**src/rtl/logic_capture_engine.sv**
```systemverilog
// Transition-capture engine for the logic-analyzer datapath.
// It synchronises CH_W probe channels and writes one BRAM entry for each input change into a
// circular buffer of 2^ADDR_W entries. Capture stops after a pre/post-trigger split around an
// accepted edge-plus-pattern trigger.
// Optional feature: define LOGIC_CAPTURE_TIMESTAMP_EN to store a delta timestamp with each entry.
// With that macro, an entry is also forced once the delta counter saturates.
module logic_capture_engine #(
  parameter int unsigned CH_W   = 8,
  parameter int unsigned ADDR_W = 18,
  parameter int unsigned TS_W   = 16
) (
  input  logic                                       clk,
  input  logic                                       resetn,
  input  logic                                       start,
  input  logic                                       abort,
  input  logic [CH_W-1:0]                            trig_mask,
  input  logic [CH_W-1:0]                            trig_value,
  input  logic [((CH_W > 1) ? $clog2(CH_W) : 1)-1:0] edge_ch,
  input  logic [1:0]                                 edge_mode,
  input  logic [ADDR_W-1:0]                          pre_count,
  input  logic [CH_W-1:0]                            datain,
  output logic                                       bram_en,
  output logic                                       bram_we,
  output logic [ADDR_W-1:0]                          bram_addr,
  output logic [CH_W+TS_W-1:0]                       bram_din,
  output logic                                       busy,
  output logic                                       pre_met,
  output logic                                       triggered,
  output logic                                       done,
  output logic [ADDR_W-1:0]                          trig_addr,
  output logic [ADDR_W-1:0]                          wr_ptr
);

  localparam int unsigned EdgeW = (CH_W > 1) ? $clog2(CH_W) : 1;
  localparam int unsigned CntW  = ADDR_W + 1;
  localparam logic [CntW-1:0] Depth = {1'b1, {ADDR_W{1'b0}}};

  typedef enum logic [1:0] {StIdle, StArmed, StPost, StDone} state_e;

  state_e              state_q, state_d;
  logic [CH_W-1:0]     sync1_q, sync2_q, cur_q, prev_q;
  logic [ADDR_W-1:0]   wr_ptr_q, wr_ptr_d;
  logic [ADDR_W-1:0]   trig_addr_q, trig_addr_d;
  logic [CntW-1:0]     wcnt_q, wcnt_d;
  logic [CntW-1:0]     post_cnt_q, post_cnt_d;
  logic                pre_met_q, pre_met_d;
  logic                triggered_q, triggered_d;
  logic [CH_W-1:0]     cfg_mask_q, cfg_mask_d;
  logic [CH_W-1:0]     cfg_value_q, cfg_value_d;
  logic [EdgeW-1:0]    cfg_ch_q, cfg_ch_d;
  logic [1:0]          cfg_mode_q, cfg_mode_d;
  logic [CntW-1:0]     cfg_pre_q, cfg_pre_d;
  logic [CntW-1:0]     cfg_post_q, cfg_post_d;

  logic                busy_w, chg, edge_ok, pat_ok, hit, pre_ok, accept, base_wr, wr_en;
  logic                ts_force;
  logic [TS_W-1:0]     ts_field;

`ifdef LOGIC_CAPTURE_TIMESTAMP_EN
  logic [TS_W-1:0]     delta_q, delta_d;
  assign ts_force = busy_w && (delta_q == '1);
  assign ts_field = delta_q;
`else
  assign ts_force = 1'b0;
  assign ts_field = '0;
`endif

  assign busy_w = (state_q == StArmed) || (state_q == StPost);

  // Trigger evaluation and the single-write-per-cycle decision.
  always_comb begin
    chg = (cur_q != prev_q);
    edge_ok = 1'b0;
    unique case (cfg_mode_q)
      2'b00: edge_ok = 1'b1;
      2'b01: edge_ok = cur_q[cfg_ch_q] & ~prev_q[cfg_ch_q];
      2'b10: edge_ok = ~cur_q[cfg_ch_q] & prev_q[cfg_ch_q];
      2'b11: edge_ok = cur_q[cfg_ch_q] ^ prev_q[cfg_ch_q];
      default: edge_ok = 1'b0;
    endcase
    pat_ok  = &((cur_q ~^ cfg_value_q) | ~cfg_mask_q);
    hit     = edge_ok & pat_ok;
    base_wr = chg | ts_force;
    // Counting this cycle's change write lets a hit land on the cycle pre_met sets.
    pre_ok  = pre_met_q | ((wcnt_q + CntW'(base_wr)) >= cfg_pre_q);
    accept  = (state_q == StArmed) && hit && pre_ok && !abort;
    wr_en   = busy_w && !abort && (base_wr || accept);
  end

  // Next-state for the capture controller, counters and latched config.
  always_comb begin
    state_d     = state_q;
    wr_ptr_d    = wr_ptr_q;
    trig_addr_d = trig_addr_q;
    wcnt_d      = wcnt_q;
    post_cnt_d  = post_cnt_q;
    pre_met_d   = pre_met_q;
    triggered_d = triggered_q;
    cfg_mask_d  = cfg_mask_q;
    cfg_value_d = cfg_value_q;
    cfg_ch_d    = cfg_ch_q;
    cfg_mode_d  = cfg_mode_q;
    cfg_pre_d   = cfg_pre_q;
    cfg_post_d  = cfg_post_q;
`ifdef LOGIC_CAPTURE_TIMESTAMP_EN
    delta_d     = delta_q;
    if (busy_w) delta_d = wr_en ? '0 : delta_q + TS_W'(1);
`endif

    if (wr_en) begin
      wr_ptr_d = wr_ptr_q + ADDR_W'(1);
      wcnt_d   = (wcnt_q == Depth) ? wcnt_q : wcnt_q + CntW'(1);
    end
    if (busy_w && !abort) pre_met_d = pre_met_q | (wcnt_d >= cfg_pre_q);

    if (abort) begin
      state_d = StIdle;
    end else begin
      case (state_q)
        StIdle, StDone: begin
          if (start) begin
            cfg_mask_d  = trig_mask;
            cfg_value_d = trig_value;
            cfg_ch_d    = edge_ch;
            cfg_mode_d  = edge_mode;
            // An ADDR_W-bit pre_count can never exceed DEPTH-1, so no clamp is needed.
            cfg_pre_d   = {1'b0, pre_count};
            cfg_post_d  = Depth - {1'b0, pre_count};
            wr_ptr_d    = '0;
            trig_addr_d = '0;
            wcnt_d      = '0;
            post_cnt_d  = '0;
            pre_met_d   = 1'b0;
            triggered_d = 1'b0;
`ifdef LOGIC_CAPTURE_TIMESTAMP_EN
            delta_d     = '0;
`endif
            state_d     = StArmed;
          end
        end
        StArmed: begin
          if (accept) begin
            triggered_d = 1'b1;
            trig_addr_d = wr_ptr_q;
            post_cnt_d  = CntW'(1);
            state_d     = (cfg_post_q == CntW'(1)) ? StDone : StPost;
          end
        end
        StPost: begin
          if (wr_en) begin
            post_cnt_d = post_cnt_q + CntW'(1);
            if (post_cnt_d == cfg_post_q) state_d = StDone;
          end
        end
        default: state_d = StIdle;
      endcase
    end
  end

  // Two-stage synchroniser followed by current/previous sample registers.
  always_ff @(posedge clk or negedge resetn) begin
    if (!resetn) begin
      sync1_q <= '0;
      sync2_q <= '0;
      cur_q   <= '0;
      prev_q  <= '0;
    end else begin
      sync1_q <= datain;
      sync2_q <= sync1_q;
      cur_q   <= sync2_q;
      prev_q  <= cur_q;
    end
  end

  // Controller state, counters and latched configuration.
  always_ff @(posedge clk or negedge resetn) begin
    if (!resetn) begin
      state_q     <= StIdle;
      wr_ptr_q    <= '0;
      trig_addr_q <= '0;
      wcnt_q      <= '0;
      post_cnt_q  <= '0;
      pre_met_q   <= 1'b0;
      triggered_q <= 1'b0;
      cfg_mask_q  <= '0;
      cfg_value_q <= '0;
      cfg_ch_q    <= '0;
      cfg_mode_q  <= '0;
      cfg_pre_q   <= '0;
      cfg_post_q  <= '0;
`ifdef LOGIC_CAPTURE_TIMESTAMP_EN
      delta_q     <= '0;
`endif
    end else begin
      state_q     <= state_d;
      wr_ptr_q    <= wr_ptr_d;
      trig_addr_q <= trig_addr_d;
      wcnt_q      <= wcnt_d;
      post_cnt_q  <= post_cnt_d;
      pre_met_q   <= pre_met_d;
      triggered_q <= triggered_d;
      cfg_mask_q  <= cfg_mask_d;
      cfg_value_q <= cfg_value_d;
      cfg_ch_q    <= cfg_ch_d;
      cfg_mode_q  <= cfg_mode_d;
      cfg_pre_q   <= cfg_pre_d;
      cfg_post_q  <= cfg_post_d;
`ifdef LOGIC_CAPTURE_TIMESTAMP_EN
      delta_q     <= delta_d;
`endif
    end
  end

  // The write strobe is decoded from registered state so abort and reset gate it at once.
  assign bram_en   = wr_en;
  assign bram_we   = wr_en;
  assign bram_addr = wr_ptr_q;
  assign bram_din  = {ts_field, cur_q};
  assign busy      = busy_w;
  assign pre_met   = pre_met_q;
  assign triggered = triggered_q;
  assign done      = (state_q == StDone);
  assign trig_addr = trig_addr_q;
  assign wr_ptr    = wr_ptr_q;

endmodule

```
**config.mk**
```make
export PLATFORM = sky130hd
export DESIGN_NAME = logic_capture_engine
export DESIGN_NICKNAME = d
export VERILOG_FILES = /design/src/rtl/logic_capture_engine.sv
export SDC_FILE = /design/constraint.sdc
export NUM_CORES = 1
export LEC_CHECK = 0
export CORE_UTILIZATION = 30
export DETAILED_ROUTE_END_ITERATION = 10
export HOLD_SLACK_MARGIN = 0.1
export PLACE_DENSITY = 0.58
export SLEW_MARGIN = 20
export SYNTH_ARGS = -nofsm -noshare
export SYNTH_HDL_FRONTEND = slang
export SYNTH_SLANG_ARGS = --single-unit
```
**constraint.sdc**
```tcl
create_clock -name clk -period 10.3 [get_ports clk]
set_clock_uncertainty 0.15 [all_clocks]
set_input_delay 2.06 -clock clk [delete_from_list [all_inputs] [get_ports clk]]
set_output_delay 2.06 -clock clk [all_outputs]
set_load 0.02 [all_outputs]
```
Word-level counts from Yosys, hierarchy flattened --
Index checks and enable logic that the tools add are counted.
Word-level totals: logic and storage cells 106, bits in registers 168, output and inout bits 84
Operators by class: magnitude comparators 3, eq/ne operators 17, mux-type cells 35, add/subtract/negate cells 5, reduce and logical (&&, ||, !) cells 17, bitwise operators 12
Operators by type and width (number):
- 2-to-1 mux 19 bit | 8
- 2-to-1 mux 18 bit | 6
- one-hot mux 19 bit (3 select lines) | 1
- adder 19 x 1 -> 19 bit (second input constant) | 2
- >= comparator 19 x 18 -> 1 bit | 2
- one-hot mux 18 bit (2 select lines) | 1
- adder 19 x 1 -> 19 bit | 1
- == test 19 x 1 -> 1 bit (second input constant) | 1
- == test 19 bit | 1
- == test 19 bit (second input constant) | 1
- subtractor 19 x 18 -> 19 bit (first input constant) | 1
- adder 18 x 1 -> 18 bit (second input constant) | 1
- AND reduction 4 bit | 3
- 2-to-1 mux 2 bit | 5
- 2-to-1 mux 1 bit | 9
- != test 3 bit (second input constant) | 3
- == test 2 bit (second input constant) | 4
- != test 8 bit | 1
- NOT 8 bit | 1
- OR 8 bit | 1
- AND reduction 8 bit | 1
- XNOR 8 bit | 1
- binary-select mux 1 bit (select 3 bit) | 2
- != test 2 bit (second input constant) | 3
- other kinds (17) | 29

Longest topological paths before layout --
depth after elaboration 18, mapped depth 28, mapped depth without buffers 27

Least setup slack after synthesis --
No wires, ideal clock.
path type reg-to-output, start point reg cur_q[1], end point out bram_we, setup slack 4.276 ns, data arrival time 3.814 ns, stages on the path, launching flop included 19, cell sequence dfrtp_1 xor2_1 nor4_1 and4_1 inv_1 ha_1 ha_1 nand3_1 or2_1 xnor2_1 ha_1 a21oi_1 o21ai_0 o31ai_1 nand3_1 o211ai_2 clkinv_1 buf_2 buf_4
On the way: longest elaborated chain between the ends 11, elaborated cells between the ends (all ways) 20, classes of those cells add/sub (1); order compare (1); eq/ne (1); mux (3); bitwise (8); reduce/logical (6)
Ends and longest elaborated chain:
- start: declaration | RTL line 41 | logic [CH_W-1:0] sync1_q, sync2_q, cur_q, prev_q;
- start signal: assignment | RTL line 170 | cur_q <= sync2_q;
- parallel branches: the longest is 9 deep, another holds adder 19 x 1 -> 19 bit
- logical OR 1 bit (*) | RTL line 87 | wr_en = busy_w && !abort && (base_wr || accept);
- logical AND 1 bit (*) | RTL line 87
- end: declaration | RTL line 23 | output logic bram_we,
Every way passes the cells marked *. The select of a mux whose other input is x is not followed.

Final worst setup path --
Same ends and word-level chain as after synthesis.

==> impl_metrics.yaml <==
outcome:
  status: "completed"
global_routing:
  grt_pass1_vias: 7754
  grt_max_degree: 99
  grt_usage_pct: 15.95
  grt_overflow: 0
  grt_pass1_wl_mm: 42.07
  antenna_found_initial: 1
timing:
  setup_violations: 0
  fmaxAchievable_mhz: 134.2
  timing.setup.tns_ps: 0
  relSlewSlack_pct: 33.75
  grt_setup_unrepaired: "no"
  tightestPinTransition_ps: 993.8
  hold_ws_ps: 194.3
  fin_crit_sh_pct: 72.33
  hold_violations: 0
  slew_violations: 0
  period_needed_ps: 7450
synthesis:
  yosys.area_share.simple_pct: 19.64
  muxShareOfSynthArea_pct: 3.968
  synth_edf_count: 0
  netlist_area_um2: 9901
  avgSynthCellArea_um2: 9.092
  async_flop_share_pct: 100.0
  synth-compound-area-share_pct: 13.42
  yosys_most_used_dff: "dfrtp_1"
  synth.ff_latch_count: 167
  yosys_warnings: 0
  seq_area_frac_synth_pct: 42.21
  yosys.area_share.adder_pct: 6.066
  synth_top_family_by_area: "simple AND/OR/NAND/NOR gates"
  synth.distinct_cells: 58
  netlist_instances: 1089
  synth_xor_area_share_pct: 7.254
cts:
  postCtsSetupBuffers: 0
  clockBufferDepth: 2
  clkSinkCount: 167
  ctsResizeCount: 0
  cts_made_buffers: 17
  cts_tree: "built"
  h-tree-depth: 4
  clockRootBuffer: "clkbuf_16"
  ctsHoldBuffers: 0
  cts.clk_slew.worst_paths_ps: 70
  clock_latency_ps: 440
pwr:
  ir_drop_mv: 0.1418
  combPwrFrac_pct: 36.6
  cellLeakagePower_nw: 5.061
  p_switching_uw: 986.4
  power_mw: 2.496
  p_sw_share_pct: 39.52
  pwr-share-clk_pct: 26.7
  p_seq_share_pct: 36.7
  p_int_mw: 1.510
  p_per_area_nw_per_um2: 210.4
critical_path:
  r2r_start: "cur_q[1]"
  r2r_slack_ps: 4000
  crit_type: "register to output pin"
  path_depth: 20
  cp-startpoint: "cur_q[1]"
  crit_path_cell_trace: "xor2_1, nor4_1, and4_1, inv_1, ha_1, ha_1, nand3_1, or2_1, nor2_1, xor2_1, ha_1, a21oi_1, o21ai_0, a21oi_1, o211ai_2, o211ai_2, buf_4, clkinv_1, buf_4, clkdlybuf4s50_1"
  critPathBufInv: 5
  arrival_ps: 5240
  crit_slowest_cell: "clkdlybuf4s50_1"
  r2r_cells: 26
  critPathTopFamily: "buffers and inverters"
  r2r_end: "pre_met"
  critPathMaxFanout: 28
  cp_common_cell: "ha_1"
  worstSetupEndpoint: "bram_we"
  worst_ep_required_time_ps: 8090
  cp-start-kind: "register"
  cpPeakStageDelay_ps: 570
  endpoint_kind: "output pin"
finish:
  area_delta_synth_final_pct: 19.84
  final_cells: 1611
  fillers: 3313
  fin_nets: 1254
  final_cell_area_um2: 11870
  drive_gt1_share_pct: 5.908
hold_path:
  hold_path_class: "register to register"
  whs_path_depth: 0
floorplan:
  start_util_pct: 30.43
  die_w_um: 183.7
  core-area_um2: 32540
  io_pins: 135
  row_count: 66
  die_h_um: 183.7
  die_area_um2: 33730
job:
  drv_cap: 0
placed_design:
  dpl.cell_count: 1578
  globalplace.congestion: 0.8997
  port_buffers: 118
  dpl-instance-area_um2: 11260
  place_hpwl_mm: 19.25
detailed_routing:
  vias: 7969
  drc: 0
  wl_mm: 26.33
  dr.first_iter.drc_count: 497
  viasPerCell: 4.947
  antenna_left: 0
  post_drt_wl_per_cell_um: 16.34
  first_pass_iters: 5
[final cells by class]
cell class	instances	area, µm²	area share (%)
flip-flops and latches	167	4179	35.22
diodes	1	2.502	0.02109
multi-input cells	785	5064	42.68
well taps	442	553.0	4.661
clock inverters	15	181.4	1.529
inverters	58	217.7	1.835
repair buffers	126	1242	10.47
clock buffers	17	425.4	3.585
[metal layers]
layer  vias up  track usage [%]  routed length [µm]
li1       3904                -                   -
met1      3891            21.15               12180
met2       151            26.36               12840
met3        23            2.694                 890
met4         0            5.067                 416
met5         -                0                   0
[Yosys cell counts, drive strengths merged (7+ instances only)]
master | number | share of area [%]
nand2 | 189 | 7.2
dfrtp | 167 | 42
o21ai | 74 | 3.7
inv | 57 | 2.2
buf | 52 | 3.6
ha | 48 | 6.1
xor2 | 45 | 4.0
clkbuf | 42 | 1.6
nor2 | 42 | 1.6
a21oi | 41 | 2.1
nand3 | 41 | 2.1
xnor2 | 37 | 3.3
o31ai | 32 | 2.4
mux2i | 28 | 2.8
nor3 | 25 | 1.3
nand4 | 19 | 1.4
nor4 | 17 | 1.1
or3 | 16 | 1.1
or4 | 13 | 1.0
o211ai | 11 | 0.99
and3 | 9 | 0.57
o41ai | 9 | 0.80
and4 | 7 | 0.62
[worst register-to-register path, cell delays in order, from the launching register on]
cell	delay [ps]
dfrtp_1	440
xor2_1	160
nor4_1	280
and4_1	320
inv_1	70
ha_1	210
ha_1	210
nand3_1	140
or2_1	190
nor2_1	70
xor2_1	140
ha_1	300
a21oi_1	160
o21ai_0	110
a21oi_1	190
o211ai_2	160
o211ai_2	190
buf_4	290
clkinv_1	290
and3_1	250
xor2_1	150
ha_1	200
a2111oi_0	530
o21ai_0	240
o221a_2	300
o21ai_0	250
a41oi_1	160
[power groups by stage]
stage | registers, mW | logic [mW] | clock network [mW]
2_1_floorplan | 0.894 | 0.644 | 0
3_3_place_gp | 0.926 | 0.898 | 0
3_5_place_dp | 0.928 | 0.914 | 0
4_1_cts | 0.917 | 0.921 | 0.683
5_1_grt | 0.938 | 1.02 | 0.706
6_report | 0.916 | 0.914 | 0.666
[registers in the layout, indices dropped and copies added, names as in the netlist]
register	flops
state_q	2
cfg_post_q	19
sync1_q	8
bram_addr	18
cfg_pre_q	17
wcnt_q	19
post_cnt_q	19
cur_q	8
cfg_mask_q	8
cfg_ch_q	3
sync2_q	8
trig_addr	18
pre_met	1
prev_q	8
cfg_value_q	8
cfg_mode_q	2
triggered	1
[stage by stage]
stage | util, % | setup slack [ps]
finish | 36.47 | 2850
global route | 36.47 | 2424
CTS | 36.46 | 2842
detailed placement | 34.59 | 3341
global placement | 34.59 | 3419
floorplan | - | 4276
[logic make-up (layout without fill, tap and decap cells)]
logic type | Yosys count | after routing
buffers and inverters | 152 | 216
adders and majority gates | 48 | 48
DFF | 167 | 167
and+or+nand+nor | 404 | 404
other | 1 | 17
AOI/OAI and AO/OA | 201 | 201
muxes | 34 | 34
xor gates and xnor gates | 82 | 82
[worst min-delay path by stage]
stage                           from         end  slack, ps
after floorplan           sync2_q[0]    cur_q[0]        180
after global placement    sync1_q[6]  sync2_q[6]        180
after detailed placement  sync1_q[1]  sync2_q[1]        180
after CTS                 sync1_q[1]  sync2_q[1]        200
after global routing      sync1_q[0]  sync2_q[0]        200
final                     sync1_q[1]  sync2_q[1]        190
[layout by cell type (no fill, tap or decap), drive strengths merged, types with 16 or more instances in the layout]
master,count
nand2,189
dfrtp,167
clkdlybuf4s50,117
o21ai,74
inv,67
ha,48
xor2,45
nor2,42
nand3,41
a21oi,41
xnor2,37
o31ai,32
mux2i,28
nor3,25
nand4,19
nor4,17
clkbuf,17
conb,16
or3,16
(Power assumes the default switching activity.)
==> RTL change 1, RTL diff (same settings) <==
The parameter `TS_W` goes from 16 to 32.
--- a/src/rtl/logic_capture_engine.sv
+++ b/src/rtl/logic_capture_engine.sv
@@ -7,7 +7,7 @@
 module logic_capture_engine #(
   parameter int unsigned CH_W   = 8,
   parameter int unsigned ADDR_W = 18,
-  parameter int unsigned TS_W   = 16
+  parameter int unsigned TS_W   = 32
 ) (
   input  logic                                       clk,
   input  logic                                       resetn,
Ports: changed (resized bram_din); port bits go from 135 to 151. The function was not compared with the original's and may differ.
==> RTL change 1 against the original RTL <==
  * Worst setup slack got worse by 20 ps
  * Area after synthesis increased by 1.2%
  * Design area is 0.65% higher
  * Wire length is 0.39% higher
  * Largest power group is now combinational logic
  * Total power increased by 0.62%
  * Global-route usage up 0.088 points
  * Sequential cell count unchanged
  * Synthesized cell count increased by 1.5%
  * Critical path depth decreased by 1
==> RTL change 1: results (changes against the original RTL) <==
stage,metric,value,unit,change
place,place_area,11300,µm²,+0.53%
synth,async_reset_ff_share,100,%,unchanged
detailed_routing,drtIter0Drc,610,,+23%
worst_setup_path,cp_max_fo,28,,unchanged
worst_setup_path,worst_ep_arrival_time,5260,ps,+20 ps
cells_and_area,reg.largest.list,"cfg_post_q: 19 flops, post_cnt_q: 19 flops, wcnt_q: 19 flops",,
place,routabilityCongestion,0.895,,-0.58%
global_route,grt_pass1_wl,43000,µm,+2.2%
place,dp_hpwl,19300,µm,+0.40%
global_route,grt_pass1_vias,7812,,+0.75%
synth,synth-warning-count,0,,unchanged
pwr,switching_share,38.7,%,-0.82 points
worst_setup_path,crit_type,reg2out,,
clocking,ctsRootBufferMaster,clkbuf_16,,
status,status,"complete, no violations",,
clocking,path_clk_slew,70,ps,about the same
synth,muxShareOfSynthArea,3.92,%,-0.048 points
worst_setup_path,worst_r2r_endpoint,pre_met,,
synth,ys_seq_area_share,41.7,%,-0.51 points
worst_setup_path,slowest_stage,clkdlybuf4s50_1,,
worst_setup_path,cpPeakStageDelay,580,ps,
place,portBuffers,118,,unchanged
detailed_routing,routedWlPerCell,16.2,µm,-0.66%
worst_setup_path,rr_worst_depth,25,,-3.8%
worst_setup_path,r2r-start,cur_q[1],,
clocking,cts_max_level,4,,unchanged
synth,synth_xor_area_share,7.17,%,-0.087 points
synth,synthDistinctLibCells,58,,unchanged
cells_and_area,nets,1270,,+1.3%
clocking,ctsLongestPathBuffers,2,,unchanged
timing,tightestPinTransition,959,ps,-34.6 ps
clocking,cts_post_setup_buffers_inserted,0,,unchanged
global_route,grt_antenna_before_repair,2,,+1
place,pre_cts_ws,3300,ps,-40.3 ps
detailed_routing,routed_via_density,4.91,,-0.68%
worst_setup_path,reg2reg_setup_slack,4170,ps,+170 ps
min_path,hold_start,sync1_q[7],,
synth,synthTopCellsByArea,"dfrtp_1, nand2_1, ha_1",,
global_route,grt_max_degree,105,,+6.1%
global_route,grt_usage,16.0,%,+0.088 points
cells_and_area,post_route_cells_drive_above_1_share,5.74,%,-0.16 points
detailed_routing,antenna_left,0,,unchanged
clocking,cts-resized-gates,0,,unchanged
min_path,hp-class,reg2reg,,
clocking,cts_made_buffers,17,,unchanged
pwr,ir_drop,0.121,mV,-15%
detailed_routing,first_pass_iters,7,,+2
synth,yosys.area_share.adder,5.99,%,-0.073 points
synth,ys_top_cells_by_count,"nand2_1, dfrtp_1, o21ai_0, inv_1, buf_4",,
worst_setup_path,cp-endpoint,bram_we,,
pwr,p_leak,0.00511,µW,+1.0%
timing,period_share,72.5,%,+0.19 points
clocking,insertion_delay,430,ps,
synth,synth_compound_area_share,13.3,%,-0.16 points
## RTL change 1: area by class of cell
cell class,count,area (µm²)
diodes,2,5.00
clock buffers,20,457
clock inverters,12,165
fillers,3317,20800
inverters,58,218
multi-input cells,801,5120
flip-flops and latches,167,4180
well taps,442,553
repair buffers,126,1240
## RTL change 1: worst min path at each step
| stage | end | slack [ps] | cells after the start |
|---|---|---|---|
| 6_report | sync2_q[7] | 200 | 0 |
| 2_1_floorplan | cur_q[0] | 180 | 0 |
| 4_1_cts | sync2_q[1] | 200 | 0 |
| 3_5_place_dp | cur_q[1] | 180 | 0 |
| 5_1_grt | sync2_q[7] | 200 | 0 |
| 3_3_place_gp | sync2_q[6] | 180 | 0 |
## RTL change 1: worst max-delay path, delay by kind of cell, from the launching register on
| family | cells | cell delay (ps) |
|---|---|---|
| AOI/OAI and AO/OA | 4 | 750 |
| xor gates and xnor gates | 2 | 300 |
| adders and majority gates | 3 | 700 |
| buffers and inverters | 5 | 1490 |
| DFF | 1 | 440 |
| and+or+nand+nor | 5 | 1130 |
## RTL change 1: power by group through the flow
stage	logic (µW)	clock network, µW	registers [µW]
floorplan	654	0	894
global placement	900	0	924
detailed placement	923	0	928
CTS	928	690	917
global route	1030	717	936
finish	920	675	916
## RTL change 1: cells by family (layout without fill, tap and decap cells)
| kind of cell | after synthesis | in the layout |
|---|---|---|
| AND/OR/NAND/NOR | 404 | 404 |
| AO/OA/AOI/OAI | 201 | 201 |
| buffers and inverters | 168 | 216 |
| flip-flops | 167 | 167 |
| XOR/XNOR | 82 | 82 |
| adder cells (fa/ha/maj) | 48 | 48 |
| multiplexers | 34 | 34 |
| other | 1 | 34 |
## RTL change 1: metrics by stage
step	total power, µW	cells
finish	2510	1628
global route	2680	1628
CTS	2540	1626
detailed placement	1850	1594
global placement	1820	1594
floorplan	1550	1136
## RTL change 1: routing by layer
metal  vias up  wire [µm]  global-route usage, %
li1       3900          -                      -
met1      3874      12100                   22.0
met2       188      12700                   25.6
met3        36       1110                   2.57
met4         0        541                   5.36
met5         -          0                      0
==> RTL change 2, RTL diff (same flow settings) <==
Without the edit above. `trig_addr_q` and `cfg_value_q` no longer have a reset.
--- a/src/rtl/logic_capture_engine.sv
+++ b/src/rtl/logic_capture_engine.sv
@@ -177,13 +177,11 @@
     if (!resetn) begin
       state_q     <= StIdle;
       wr_ptr_q    <= '0;
-      trig_addr_q <= '0;
       wcnt_q      <= '0;
       post_cnt_q  <= '0;
       pre_met_q   <= 1'b0;
       triggered_q <= 1'b0;
       cfg_mask_q  <= '0;
-      cfg_value_q <= '0;
       cfg_ch_q    <= '0;
       cfg_mode_q  <= '0;
       cfg_pre_q   <= '0;
@@ -194,13 +192,11 @@
     end else begin
       state_q     <= state_d;
       wr_ptr_q    <= wr_ptr_d;
-      trig_addr_q <= trig_addr_d;
       wcnt_q      <= wcnt_d;
       post_cnt_q  <= post_cnt_d;
       pre_met_q   <= pre_met_d;
       triggered_q <= triggered_d;
       cfg_mask_q  <= cfg_mask_d;
-      cfg_value_q <= cfg_value_d;
       cfg_ch_q    <= cfg_ch_d;
       cfg_mode_q  <= cfg_mode_d;
       cfg_pre_q   <= cfg_pre_d;
@@ -209,6 +205,11 @@
       delta_q     <= delta_d;
 `endif
     end
+  end
+
+  always_ff @(posedge clk) begin
+    trig_addr_q <= trig_addr_d;
+    cfg_value_q <= cfg_value_d;
   end
 
   // The write strobe is decoded from registered state so abort and reset gate it at once.
Check against the original RTL: not equivalent (Yosys sat finds a counterexample within 10 cycles, from zero or initial values and one cycle with resetn low; the reset may be asserted at any time).
==> RTL change 2 against the original RTL <==
  * Worst setup slack improved by 35 ps
  * Hold slack improved by 9.7 ps
  * Global-route usage decreased by 0.25 points
  * Area after synthesis decreased by 2.1%
  * Die area decreased by 2.1%
  * Fmax increased by 0.47%
  * Wire length decreased by 4.9%
  * Sequential cell count unchanged
  * Design area decreased by 1.6%
  * Non-clock buffer count increased by 1
  * Critical path depth increased by 1
  * Total power increased by 1.5%
  * Largest cell class unchanged
  * Highest routed layer unchanged
==> RTL change 2: results (changes against the original RTL) <==
stage,metric,value,unit,change
place,portBuffers,118,,unchanged
pwr,p_leak,0.00501,µW,-1.0%
detailed_routing,first_pass_iters,5,,unchanged
detailed_routing,routed_wl,25000,µm,-4.9%
clocking,path_clk_slew,90,ps,+20 ps
global_route,use_met1,21.5,%,+0.31 points
place,dp_hpwl,18400,µm,-4.3%
pwr,ir_drop,0.115,mV,-19%
pwr,switching_power,1030,µW,+3.9%
clocking,cts_max_level,4,,unchanged
cells_and_area,multi_input_comb_cells,729,,-7.1%
clocking,insertion_delay,440,ps,about the same
worst_setup_path,worst_r2r_endpoint,pre_met,,
min_path,hold_path_end,cur_q[4],,
cells_and_area,clock_cell_area_share,5.67,%,+0.55 points
cells_and_area,multi_input_area_share,41.0,%,-1.7 points
cells_and_area,bufAreaShareNonClock,10.7,%,+0.23 points
timing,timing.slew.headroom,40.8,%,+7.1 points
synth,ys_seq_area_share,44.5,%,+2.3 points
place,routabilityCongestion,0.865,,-3.8%
global_route,grt_antenna_before_repair,1,,unchanged
min_path,hp-class,reg2reg,,
min_path,hold_start,sync2_q[4],,
clocking,ctsLongestPathBuffers,2,,unchanged
clocking,ctsRootBufferMaster,clkbuf_16,,
global_route,use_met2,25.7,%,-0.67 points
worst_setup_path,cp-endpoint,bram_we,,
synth,ys_top_cells_by_count,"nand2_1, dfrtp_1, xnor2_1, o21ai_0, ha_1",,
worst_setup_path,startpoint,cur_q[6],,
synth,synthTopCellsByArea,"dfrtp_1, edfxtp_1, ha_1",,
synth,synth-warning-count,0,,unchanged
cells_and_area,clkbuf_count,17,,unchanged
synth,synth_ff_type,dfrtp_1,,
cells_and_area,non_clock_inverter_count,42,,-28%
synth,async_reset_ff_share,84.4,%,-16 points
cells_and_area,nNonClkBuffers,127,,+0.79%
timing,period_share,72.0,%,-0.34 points
global_route,use_met3,2.25,%,-0.45 points
cells_and_area,seqCellArea,4310,µm²,+3.1%
cells_and_area,nets,1183,,-5.7%
cells_and_area,post_route_cells_drive_above_1_share,6.29,%,+0.38 points
detailed_routing,drtIter0Drc,528,,+6.2%
synth,synth-edff-count,26,,+26
status,status,"complete, no violations",,
global_route,grt_usage,15.7,%,-0.25 points
synth,synthDistinctLibCells,76,,+31%
detailed_routing,routed_via_density,4.96,,+0.28%
worst_setup_path,cp_max_fo,14,,-50%
worst_setup_path,worst_ep_arrival_time,5200,ps,-40 ps
worst_setup_path,rr_worst_depth,31,,+19%
synth,ys_seq_elements,167,,unchanged
cells_and_area,fillers,3154,,-4.8%
global_route,grt_pass1_wl,40900,µm,-2.7%
global_route,grt_pass1_vias,7384,,-4.8%
global_route,grt_max_degree,83,,-16%
place,pre_cts_ws,3410,ps,+65.6 ps
worst_setup_path,cpPeakStageDelay,650,ps,+80 ps
clocking,cts-resized-gates,0,,unchanged
cells_and_area,antenna_cells,2,,+1
worst_setup_path,reg2reg_setup_slack,3810,ps,-190 ps
RTL change 2: changes by cell type in the layout (fill, tap and decap cells not counted), sizes merged, moves of 9 or more:
cell    delta
dfrtp     -26
xnor2     +18
o31ai     -30
o21ai     -20
edfxtp    +26
mux2i     -10
nor3      -10
nand2     -44
a31oi      +9
and2      +24
inv       -13
RTL change 2: metrics by stage:
step	hold WS, ps	instances	area (µm²)	total power [µW]	util (%)
2_1_floorplan	181	1022	9740	1510	-
3_3_place_gp	184	1467	11000	1820	34.8
3_5_place_dp	185	1467	11000	1840	34.8
4_1_cts	206	1499	11700	2560	36.9
5_1_grt	210	1501	11700	2710	36.9
6_report	204	1501	11700	2530	36.9
RTL change 2: cells by family (layout without fill, tap and decap cells):
| family | count (synthesis) | count (layout) | synth area share (%) |
|---|---|---|---|
| AO/OA/AOI/OAI | 177 | 177 | 11.8 |
| XOR/XNOR | 93 | 93 | 8.41 |
| adder cells (fa/ha/maj) | 48 | 48 | 6.20 |
| buffers and inverters | 126 | 201 | 6.73 |
| flip-flops | 167 | 167 | 44.5 |
| multiplexers | 24 | 24 | 3.02 |
| other | 1 | 18 | 0.0387 |
| AND/OR/NAND/NOR | 371 | 371 | 19.3 |
RTL change 2: power by group through the flow:
stage / sequential [µW] / combinational [µW] / clock, µW
floorplan: 937 / 572 / 0
global placement: 962 / 859 / 0
detailed placement: 965 / 874 / 0
CTS: 953 / 878 / 728
global route: 974 / 977 / 756
finish: 955 / 867 / 711
RTL change 2: layer usage:
metal / vias to the layer above / routed length (µm)
li1: 3657 / -
met1: 3624 / 11900
met2: 141 / 12000
met3: 24 / 767
met4: 0 / 384
met5: - / 0
